[config.mk]
export PLATFORM = sky130hd
export DESIGN_NAME = fetch_sequencer
export DESIGN_NICKNAME = d
export VERILOG_FILES = /design/src/rtl/fetch_pkg.sv /design/src/rtl/fetch_int_ctrl.sv /design/src/rtl/fetch_sequencer.sv
export SDC_FILE = /design/constraint.sdc
export NUM_CORES = 1
export LEC_CHECK = 0
export ABC_CLOCK_PERIOD_IN_PS = 4200
export CAP_MARGIN = 25
export CELL_PAD_IN_SITES_DETAIL_PLACEMENT = 1
export CELL_PAD_IN_SITES_GLOBAL_PLACEMENT = 2
export CORE_MARGIN = 10
export CORE_UTILIZATION = 27
export DETAILED_ROUTE_END_ITERATION = 12
export MAX_ROUTING_LAYER = met4
export PLACE_DENSITY = 0.9
export SLEW_MARGIN = 10
export SYNTH_ARGS = -nofsm -noshare
export SYNTH_HDL_FRONTEND = slang
export SYNTH_SLANG_ARGS = --single-unit
[constraint.sdc]
create_clock -name clk -period 4.2 [get_ports clk]
set_input_delay 0.42 -clock clk [delete_from_list [all_inputs] [get_ports clk]]
set_output_delay 0.42 -clock clk [all_outputs]
set_load 0.01 [all_outputs]
[src/rtl/fetch_pkg.sv]
// Shared types and constants for the fetch sequencer: FSM states, PC/word types, NOP encoding.
package fetch_pkg;

    typedef enum logic [2:0] {
        StBoot,
        StFetch,
        StFetchImm,
        StIntBubble,
        StIntVector
    } fetch_state_e;

    typedef logic [31:0] pc_t;
    typedef logic [15:0] word_t;

    localparam word_t NopWord = 16'h0000;

endpackage

[src/rtl/fetch_int_ctrl.sv]
// Interrupt bookkeeping for the fetch sequencer: pending flag, bubble counter and return address.
module fetch_int_ctrl
    import fetch_pkg::*;
#(
    parameter int unsigned INT_BUBBLES = 2
) (
    input  logic        clk,
    input  logic        rst,
    input  logic        interrupt_bit,
    input  logic        take,
    input  logic        bubble_step,
    input  logic        redirect,
    input  logic [31:0] pc,
    input  logic [31:0] branch_target,
    output logic        pending,
    output logic        bubble_last,
    output logic [31:0] saved_pc
);

    localparam logic [2:0] BubbleInit = 3'(INT_BUBBLES);

    logic       pending_q, pending_d;
    logic [2:0] cnt_q, cnt_d;
    pc_t        saved_q, saved_d;

    always_comb begin
        // The request being taken is consumed; later pulses re-arm for after the return.
        pending_d = take ? 1'b0 : (pending_q | interrupt_bit);

        cnt_d = cnt_q;
        if (take) begin
            cnt_d = BubbleInit;
        end else if (bubble_step) begin
            cnt_d = cnt_q - 3'd1;
        end

        saved_d = saved_q;
        if (take) begin
            saved_d = pc;
        end else if (redirect) begin
            saved_d = branch_target;
        end
    end

    always_ff @(posedge clk or posedge rst) begin
        if (rst) begin
            pending_q <= 1'b0;
            cnt_q     <= 3'd0;
            saved_q   <= '0;
        end else begin
            pending_q <= pending_d;
            cnt_q     <= cnt_d;
            saved_q   <= saved_d;
        end
    end

    assign pending     = pending_q;
    assign bubble_last = (cnt_q == 3'd1);
    assign saved_pc    = saved_q;

endmodule

[src/rtl/fetch_sequencer.sv]
// PC owner and fetch-stage sequencer: two-word merge, jumps, interrupt entry.
// Optional FETCH_PERF_CNT_EN adds saturating issue/stall counters.
module fetch_sequencer
    import fetch_pkg::*;
#(
    parameter logic [31:0] RESET_PC    = 32'h0,
    parameter int unsigned IMM_BIT     = 0,
    parameter int unsigned INT_BUBBLES = 2
) (
    input  logic        clk,
    input  logic        rst,
    input  logic [31:0] init_pc,
    input  logic        stall,
    input  logic        jump_bit,
    input  logic [31:0] branch_target,
    input  logic        interrupt_bit,
    input  logic [31:0] int_vector,
    input  logic [15:0] instr_word,
    output logic [31:0] imem_addr,
    output logic        instr_valid,
    output logic [15:0] instruction,
    output logic [15:0] immediate,
    output logic        has_imm,
    output logic [31:0] same_pc,
    output logic [31:0] next_pc,
    output logic        insert_nop,
    output logic        int_ack,
    output logic [31:0] saved_pc
`ifdef FETCH_PERF_CNT_EN
    ,
    output logic [31:0] perf_issued,
    output logic [31:0] perf_stalls
`endif
);

    fetch_state_e state_q, state_d;
    pc_t          pc_q, pc_d, op_pc_q, op_pc_d;
    word_t        op_q, op_d;
    logic         pending, bubble_last, take, bubble_step, redirect, pend_eff;

    assign pend_eff  = pending | interrupt_bit;
    assign imem_addr = pc_q;

    always_comb begin
        state_d     = state_q;
        pc_d        = pc_q;
        op_d        = op_q;
        op_pc_d     = op_pc_q;
        instr_valid = 1'b0;
        instruction = NopWord;
        immediate   = 16'h0000;
        has_imm     = 1'b0;
        same_pc     = '0;
        next_pc     = '0;
        insert_nop  = 1'b0;
        int_ack     = 1'b0;
        take        = 1'b0;
        bubble_step = 1'b0;
        redirect    = 1'b0;

        unique case (state_q)
            StBoot: begin
                if (!stall) begin
                    pc_d    = init_pc;
                    state_d = StFetch;
                end
            end
            StFetch: begin
                if (jump_bit) begin
                    pc_d = branch_target;
                end else if (!stall) begin
                    if (pend_eff) begin
                        take    = 1'b1;
                        state_d = StIntBubble;
                    end else if (instr_word[IMM_BIT]) begin
                        op_d    = instr_word;
                        op_pc_d = pc_q;
                        pc_d    = pc_q + 32'd1;
                        state_d = StFetchImm;
                    end else begin
                        instr_valid = 1'b1;
                        instruction = instr_word;
                        same_pc     = pc_q;
                        next_pc     = pc_q + 32'd1;
                        pc_d        = pc_q + 32'd1;
                    end
                end
            end
            StFetchImm: begin
                if (jump_bit) begin
                    pc_d    = branch_target;
                    state_d = StFetch;
                end else if (!stall) begin
                    instr_valid = 1'b1;
                    instruction = op_q;
                    immediate   = instr_word;
                    has_imm     = 1'b1;
                    same_pc     = op_pc_q;
                    next_pc     = op_pc_q + 32'd2;
                    pc_d        = pc_q + 32'd1;
                    state_d     = StFetch;
                end
            end
            StIntBubble: begin
                // A jump outranks stall, so the bubble still counts down while redirecting.
                if (jump_bit || !stall) begin
                    insert_nop  = 1'b1;
                    bubble_step = 1'b1;
                    if (bubble_last) begin
                        state_d = StIntVector;
                    end
                end
                if (jump_bit) begin
                    pc_d     = branch_target;
                    redirect = 1'b1;
                end
            end
            StIntVector: begin
                // A jump here only retargets the return address; the vector load wins.
                if (jump_bit || !stall) begin
                    pc_d    = int_vector;
                    int_ack = 1'b1;
                    state_d = StFetch;
                end
                redirect = jump_bit;
            end
            default: state_d = StBoot;
        endcase
    end

    always_ff @(posedge clk or posedge rst) begin
        if (rst) begin
            state_q <= StBoot;
            pc_q    <= RESET_PC;
            op_q    <= NopWord;
            op_pc_q <= '0;
        end else begin
            state_q <= state_d;
            pc_q    <= pc_d;
            op_q    <= op_d;
            op_pc_q <= op_pc_d;
        end
    end

    fetch_int_ctrl #(
        .INT_BUBBLES(INT_BUBBLES)
    ) u_int_ctrl (
        .clk          (clk),
        .rst          (rst),
        .interrupt_bit(interrupt_bit),
        .take         (take),
        .bubble_step  (bubble_step),
        .redirect     (redirect),
        .pc           (pc_q),
        .branch_target(branch_target),
        .pending      (pending),
        .bubble_last  (bubble_last),
        .saved_pc     (saved_pc)
    );

`ifdef FETCH_PERF_CNT_EN
    logic [31:0] issued_q, stalls_q;
    logic        stalled;

    // Jump overrides stall everywhere except BOOT, where the jump is ignored.
    assign stalled = stall && !(jump_bit && (state_q != StBoot));

    always_ff @(posedge clk or posedge rst) begin
        if (rst) begin
            issued_q <= '0;
            stalls_q <= '0;
        end else begin
            if (instr_valid && (issued_q != '1)) begin
                issued_q <= issued_q + 32'd1;
            end
            if (stalled && (stalls_q != '1)) begin
                stalls_q <= stalls_q + 32'd1;
            end
        end
    end

    assign perf_issued = issued_q;
    assign perf_stalls = stalls_q;
`endif

endmodule

==> results of run 1 <==
[per-stage QoR]
| step | hold slack, ps | total power [uW] | util | worst slack [ps] |
|---|---|---|---|---|
| final | 421 | 8010 | 0.390 | 536 |
| after global routing | 470 | 8560 | 0.390 | 349 |
| after CTS | 448 | 8050 | 0.389 | 177 |
| after detailed placement | 457 | 6520 | 0.371 | 613 |
| after global placement | 445 | 6370 | 0.370 | 674 |
| after floorplan | 425 | 4620 | - | 623 |
[cells by family after synthesis]
family,Yosys count,synth area share
AND/OR/NAND/NOR,309,0.191
AO/OA/AOI/OAI,301,0.233
flip-flops,119,0.347
buffers and inverters,118,0.0670
multiplexers,73,0.0911
XOR/XNOR,63,0.0643
adder cells (fa/ha/maj),5,0.00700
[worst min path at each step]
stage,from,end,slack (ps)
6_report,rst,op_pc_q[21],420
4_1_cts,rst,op_pc_q[21],450
5_1_grt,rst,op_pc_q[21],470
3_3_place_gp,op_q[0],op_q[0],440
2_1_floorplan,op_q[0],op_q[0],430
3_5_place_dp,op_q[0],op_q[0],460
[flip-flops by register name, summed over array words and instances, names as in the netlist]
name	cells
state_q	3
op_pc_q	32
u_int_ctrl.saved_pc	32
op_q	16
u_int_ctrl.cnt_q	3
imem_addr	32
u_int_ctrl.pending	1
[cell type report]
type,count,area [um2]
fill,3640,19200
timing repair buffer,311,3090
clock buffer,22,454
antenna,1,2.50
clock inverter,10,128
tap,402,503
multi-input combinational,751,5050
inverter,19,73.8
sequential,119,2980
[cells in the final DEF, fill, tap and decap left out, drive strengths merged, types with 5 or more instances in the layout]
cell and instances:
a211o 8, a21o 5, a21oi 25, a221oi 20, a22o 41, a22oi 10
a311oi 6, a31oi 17, and2 18, and3 15, and4 6, buf 31
clkbuf 22, clkdlybuf4s50 280, clkinv 7, dfrtp 119, inv 18, mux2 41
mux2i 32, nand2 124, nand3 28, nand4 17, nor2 36, nor3 28
nor4 9, o21ai 103, o22ai 43, o2bb2ai 5, o31a 5, xnor2 41
xor2 22
[per-layer routing]
| layer | vias to the layer above | track usage |
|---|---|---|
| li1 | 4101 | - |
| met2 | 317 | 0.306 |
| met5 | - | - |
| met3 | 32 | 0.0621 |
| met1 | 4457 | 0.270 |
| met4 | 0 | 0.0421 |
[power groups by stage]
stage / Clock, uW / Combinational, uW / Sequential [uW]
2_1_floorplan: 0 / 2370 / 2240
4_1_cts: 1530 / 3960 / 2570
3_5_place_dp: 0 / 3950 / 2580
6_report: 1500 / 3930 / 2580
3_3_place_gp: 0 / 3840 / 2530
5_1_grt: 1580 / 4290 / 2690
==> metrics.md, run 1 <==
| Metric | Value |
|---|---|
| Run status | `complete, no violations` |
| Leftover overflow at the end of global routing | `0` |
| Post-Syn Nets | `1109` |
| Cells on worst reg2reg path | `6` |
| Io pins | `281` |
| Aggregate global-route resource usage | `0.206` |
| Final weighted congestion in routability-driven placement | `0.856` |
| Count of final hold-check violations | `0` |
| Required arrival time at the worst endpoint | `3780 ps` |
| Source of the worst register-to-register timing path | `state_q[1]` |
| Global-route wire length before repair | `60000 um` |
| Power density over the cells | `652 nW/um2` |
| Sequential element share of the synthesized area | `0.347` |
| Worst path max stage delay | `670 ps` |
| Fraction of registers with async set/reset | `1.00` |
| Final setup violation count | `0` |
| Post-route fraction of the period consumed by the critical path | `0.872` |
| Max Root-Sink Buffers | `2` |
| Worst setup path endpoint | `next_pc[17]` |
| Post-Layout Inst Area | `12300 um2` |
| Most instantiated library cell after synthesis | `nand2_1` |
| Crit Reg-Reg Endpoint | `imem_addr[20]` |
| Worst min-delay path category | `in2async` |
| RSZ-0062 raised after global routing | `no` |
| Setup clock skew after layout | `9.57 ps` |
| Maximum number of pins on one net before global-route repair | `65` |
| Crit path DAT | `3240 ps` |
| Sequential share of power | `0.322` |
| Post-synth top area cell | `dfrtp_1` |
| Synth Warn # | `0` |
| Input/output buffers | `280` |
| Cell row count | `65` |
| Height of the die | `198 um` |
| Clk_lat worst skew | `420 ps` |
| Combinational share of power | `0.491` |
| Clock-pin transition on the worst setup and hold timing paths | `60 ps` |
| Worst setup slack for register-to-register paths | `1390 ps` |
| Hold-fix buffer count after cts | `0` |
| Mapped Cells | `988` |
| CP max-delay cell | `dfrtp_1` |
| Fmax | `273 MHz` |
| Number of maximum-capacitance violations | `0` |
| Num CTS Buffers | `17` |
| Top routing layer used | `met4` |
| Synthesized area per cell | `8.69 um2` |
| Category of the worst setup path launch point | `flop` |
| Cell Count, Final, Fillers Out | `1635` |
| Vias/cell | `5.45` |
| Number of buffers inserted to repair setup after CTS | `0` |
| Minimum clock period after layout | `3660 ps` |
| Clock Power Share | `0.187` |
| Number of instances resized during post-cts repair | `0` |
| Root Buffer Master | `clkbuf_16` |
| Final Max Slew Viols | `0` |
| Internal Dissipation | `4420 uW` |
| Top post-synthesis cells by count | `nand2_1 (123), dfrtp_1 (119), o21ai_0 (100)` |
| Type of element capturing the critical path | `primary output` |
| Clock tree from TritonCTS | `yes` |
| Top_reg_cell synth | `dfrtp_1` |
| Placement-stage cell area | `11700 um2` |
| Switching part of the total power | `0.448` |
| Worst Setup Path Type | `reg2out` |
| Vias in the first global route | `9424` |
| Number of enable flip-flop cells after synthesis | `0` |
| Count of state elements after synthesis | `119` |
| Netlist cell types | `75` |
| Detailed-routed wire length on met3 | `3220 um` |
| Pleak | `0.00490 uW` |
| Die extent in x | `198 um` |
| Hpwl dp | `31400 um` |
| Overall die area | `39300 um2` |
| Number of buffers and inverters on the critical path | `1` |
| Nets | `1340` |
| Total Routed Length | `40300 um` |
| Max FO, Critical Path | `11` |
| Critical path's top delay family | `simple AND/OR/NAND/NOR gates` |
| Detail Route Antenna Nets | `0` |
| Cells taking the most area after synthesis | `dfrtp_1 (35%), o21ai_0 (5.8%), nand2_1 (5.4%), mux2_2 (5.0%), a22o_1 (4.2%)` |
| Critical path origin | `imem_addr[9]` |
| Worst rel slew slack | `0.462` |
| Placeable Area | `31500 um2` |
| Sum Neg Setup Slack | `0 ps` |
| Routed metal-1 wirelength | `18800 um` |
| Depth of the critical timing path with buffers and inverters included | `6` |
| Number of iterations in the first detailed-routing pass | `5` |
| Slew at the pin closest to its max-slew limit | `802 ps` |
| # placed instances | `1599` |
| Routed WL per cell | `24.6 um` |
| DRC errors left | `0` |
| Share of post-route cells with drive strength above 1 | `0.102` |
| Sink count of the clock tree | `119` |
| Initial core utilization | `0.273` |
| Post-synth top area share | `0.347` |
| Antenna violations before repair | `1` |
| Layout overhead on the synthesized area | `43.0%` |
| Vias | `8907` |
| H-tree lvl count | `4` |
| Drt initial violations | `512` |
| Detail Route met2 WL | `17600 um` |
| Sequence of cells on the critical path | `nand3_1, nor3_1, nand4_1, xor2_1, o22ai_1, clkdlybuf4s50_1` |
| Area of the mapped netlist | `8590 um2` |
| Worst-case vdd ir drop | `299 uV` |
| Switching power total | `3590 uW` |
(Power assumes the default switching activity.)
==> run 2, diff against run 1 <==
--- a/config.mk
+++ b/config.mk
@@ -9,6 +9,7 @@
 export CAP_MARGIN = 25
 export CELL_PAD_IN_SITES_DETAIL_PLACEMENT = 1
 export CELL_PAD_IN_SITES_GLOBAL_PLACEMENT = 2
+export CORE_ASPECT_RATIO = 0.9
 export CORE_MARGIN = 10
 export CORE_UTILIZATION = 27
 export DETAILED_ROUTE_END_ITERATION = 12
==> run 2 against run 1 <==
Fmax decreased by 5.2%. Clock power up 15%. Clock-buffer cell count decreased by 3. First-iteration DRC count is 10% lower. Sequential cell count unchanged. Design area up 0.41%. Utilization increased by 0.58 points. Non-clock buffer count fell by 4. Register-to-register slack worse by 40 ps. Clock skew fell by 1.7 ps. Critical path type unchanged. Critical endpoint is now next_pc[21].
==> metrics.md, run 2 (synthesized netlist as in run 1, its figures left out) <==
| Metric | Value |
|---|---|
| Run status | `complete, no violations` |
| Leftover overflow at the end of global routing | `0 (unchanged)` |
| Power density over the cells | `655 nW/um2 (+0.40%)` |
| Num CTS Buffers | `17 (unchanged)` |
| RSZ-0062 raised after global routing | `no` |
| Final setup violation count | `0 (unchanged)` |
| Clock tree from TritonCTS | `yes` |
| Worst Setup Path Type | `reg2out` |
| Sum Neg Setup Slack | `0 ps (unchanged)` |
| Number of maximum-capacitance violations | `0 (unchanged)` |
| Drt initial violations | `459 (-10%)` |
| Io pins | `281 (unchanged)` |
| Final weighted congestion in routability-driven placement | `0.864 (+1.0%)` |
| Commonest non-fill, non-tap cells in the layout | `clkdlybuf4s50_1 (280), nand2_1 (122), dfrtp_1 (118)` |
| Slew at the pin closest to its max-slew limit | `937 ps (+135 ps)` |
| Cells on worst reg2reg path | `6 (unchanged)` |
| Fill cells | `3613 (-0.74%)` |
| Hold-fix buffer count after cts | `0 (unchanged)` |
| Fmax | `259 MHz (-5.2%)` |
| Nets | `1336 (-0.30%)` |
| Hold path depth | `1` |
| Root Buffer Master | `clkbuf_16` |
| Die extent in x | `208 um (+4.9%)` |
| Pleak | `0.00490 uW (+0.11%)` |
| Category of the worst setup path launch point | `flop` |
| Detail Route Antenna Nets | `0 (unchanged)` |
| Minimum clock period after layout | `3860 ps (+199 ps)` |
| Max FO, Critical Path | `11 (unchanged)` |
| Clk_lat worst skew | `430 ps (about the same)` |
| Routed WL per cell | `24.2 um (-1.6%)` |
| Global-route wire length before repair | `59800 um (-0.29%)` |
| Worst-case vdd ir drop | `329 uV (+9.9%)` |
| Placeable Area | `31100 um2 (-1.1%)` |
| Total Routed Length | `39700 um (-1.4%)` |
| Type of element capturing the critical path | `primary output` |
| Number of instances resized during post-cts repair | `0 (unchanged)` |
| Antenna violations before repair | `2 (+1)` |
| Worst min-delay path category | `reg2reg` |
| Aggregate global-route resource usage | `0.200 (-0.00521)` |
| Cell row count | `61 (-6.2%)` |
| Number of buffers inserted to repair setup after CTS | `0 (unchanged)` |
| Count of final hold-check violations | `0 (unchanged)` |
| Vias/cell | `5.39 (-1.1%)` |
| Number of iterations in the first detailed-routing pass | `5 (unchanged)` |
| Clock-pin transition on the worst setup and hold timing paths | `60 ps (about the same)` |
| Layout overhead on the synthesized area | `43.6%` |
| Crit path DAT | `3440 ps (+200 ps)` |
| H-tree lvl count | `4 (unchanged)` |
| Input/output buffers | `280 (unchanged)` |
| Most common library cell in the layout ignoring fill and taps | `clkdlybuf4s50_1` |
| Worst rel slew slack | `0.374 (-0.0878)` |
| Vias | `8828 (-0.89%)` |
| Setup clock skew after layout | `7.89 ps (-1.68 ps)` |
| Maximum number of pins on one net before global-route repair | `62 (-4.6%)` |
| Sink count of the clock tree | `119 (unchanged)` |
| Vias in the first global route | `9483 (+0.63%)` |
| Post-route fraction of the period consumed by the critical path | `0.920 (+0.0475)` |
| Hpwl dp | `30500 um (-2.8%)` |
| Required arrival time at the worst endpoint | `3780 ps (about the same)` |
| Share of post-route cells with drive strength above 1 | `0.102 (-0.000398)` |
| Max Root-Sink Buffers | `2 (unchanged)` |
| Final Max Slew Viols | `0 (unchanged)` |
| Util after Layout | `0.396 (+0.00579)` |
| Height of the die | `189 um (-4.6%)` |
| Initial core utilization | `0.276 (+0.00293)` |
| DRC errors left | `0 (unchanged)` |
| Overall die area | `39300 um2 (about the same)` |
## run 2: metrics by stage
stage / power, uW / worst slack (ps) / instance area, um2 / cells / hold WS (ps)
after global routing: 8620 / 175 / 12300 / 1638 / 512
after detailed placement: 6390 / 676 / 11600 / 1605 / 453
after global placement: 6270 / 728 / 11600 / 1605 / 443
after floorplan: 4620 / 623 / 8590 / 988 / 425
after CTS: 8160 / 438 / 12300 / 1636 / 472
final: 8070 / 337 / 12300 / 1638 / 467
## run 2: power breakdown
group	total, uW	internal (uW)	switching (uW)
combinational	3780	1760	2020
sequential	2570	1690	876
clock	1730	1140	586
## run 2: final cells by class
class / count / area [um2] / area share
multi-input combinational: 751 / 5050 / 0.410
sequential: 119 / 2980 / 0.242
inverter: 19 / 73.8 / 0.00599
tap: 409 / 512 / 0.0415
clock inverter: 12 / 223 / 0.0181
timing repair buffer: 307 / 3030 / 0.246
clock buffer: 19 / 453 / 0.0367
antenna: 2 / 5.00 / 0.000406
## run 2: critical path, cell delays in order (launching register included)
cell and delay (ps):
dfrtp_1 700, nand3_1 340, nor3_1 600, nand4_1 310
xor2_1 230, o22ai_1 230, clkdlybuf4s50_1 600
## run 2: path summary, 6_finish.rpt
path	end	start	slack [ps]
setup / recovery	next_pc[21]	imem_addr[8]	340
hold / removal	op_q[0]	op_q[0]	470
setup reg to reg	imem_addr[21]	state_q[1]	1350
hold reg to reg	op_q[0]	op_q[0]	470
max in group asynchronous	op_q[12]	rst	2770
min in group asynchronous	u_int_ctrl.saved_pc[27]	rst	510
## run 2: layer usage
| layer | track usage | part of all wire | up-vias | wire length, um |
|---|---|---|---|---|
| met5 | - | 0 | - | 0 |
| met4 | 0.0685 | 0.025 | 0 | 976 |
| met3 | 0.0397 | 0.043 | 46 | 1730 |
| met2 | 0.344 | 0.52 | 230 | 20500 |
| met1 | 0.230 | 0.42 | 4464 | 16600 |
| li1 | - | - | 4088 | - |
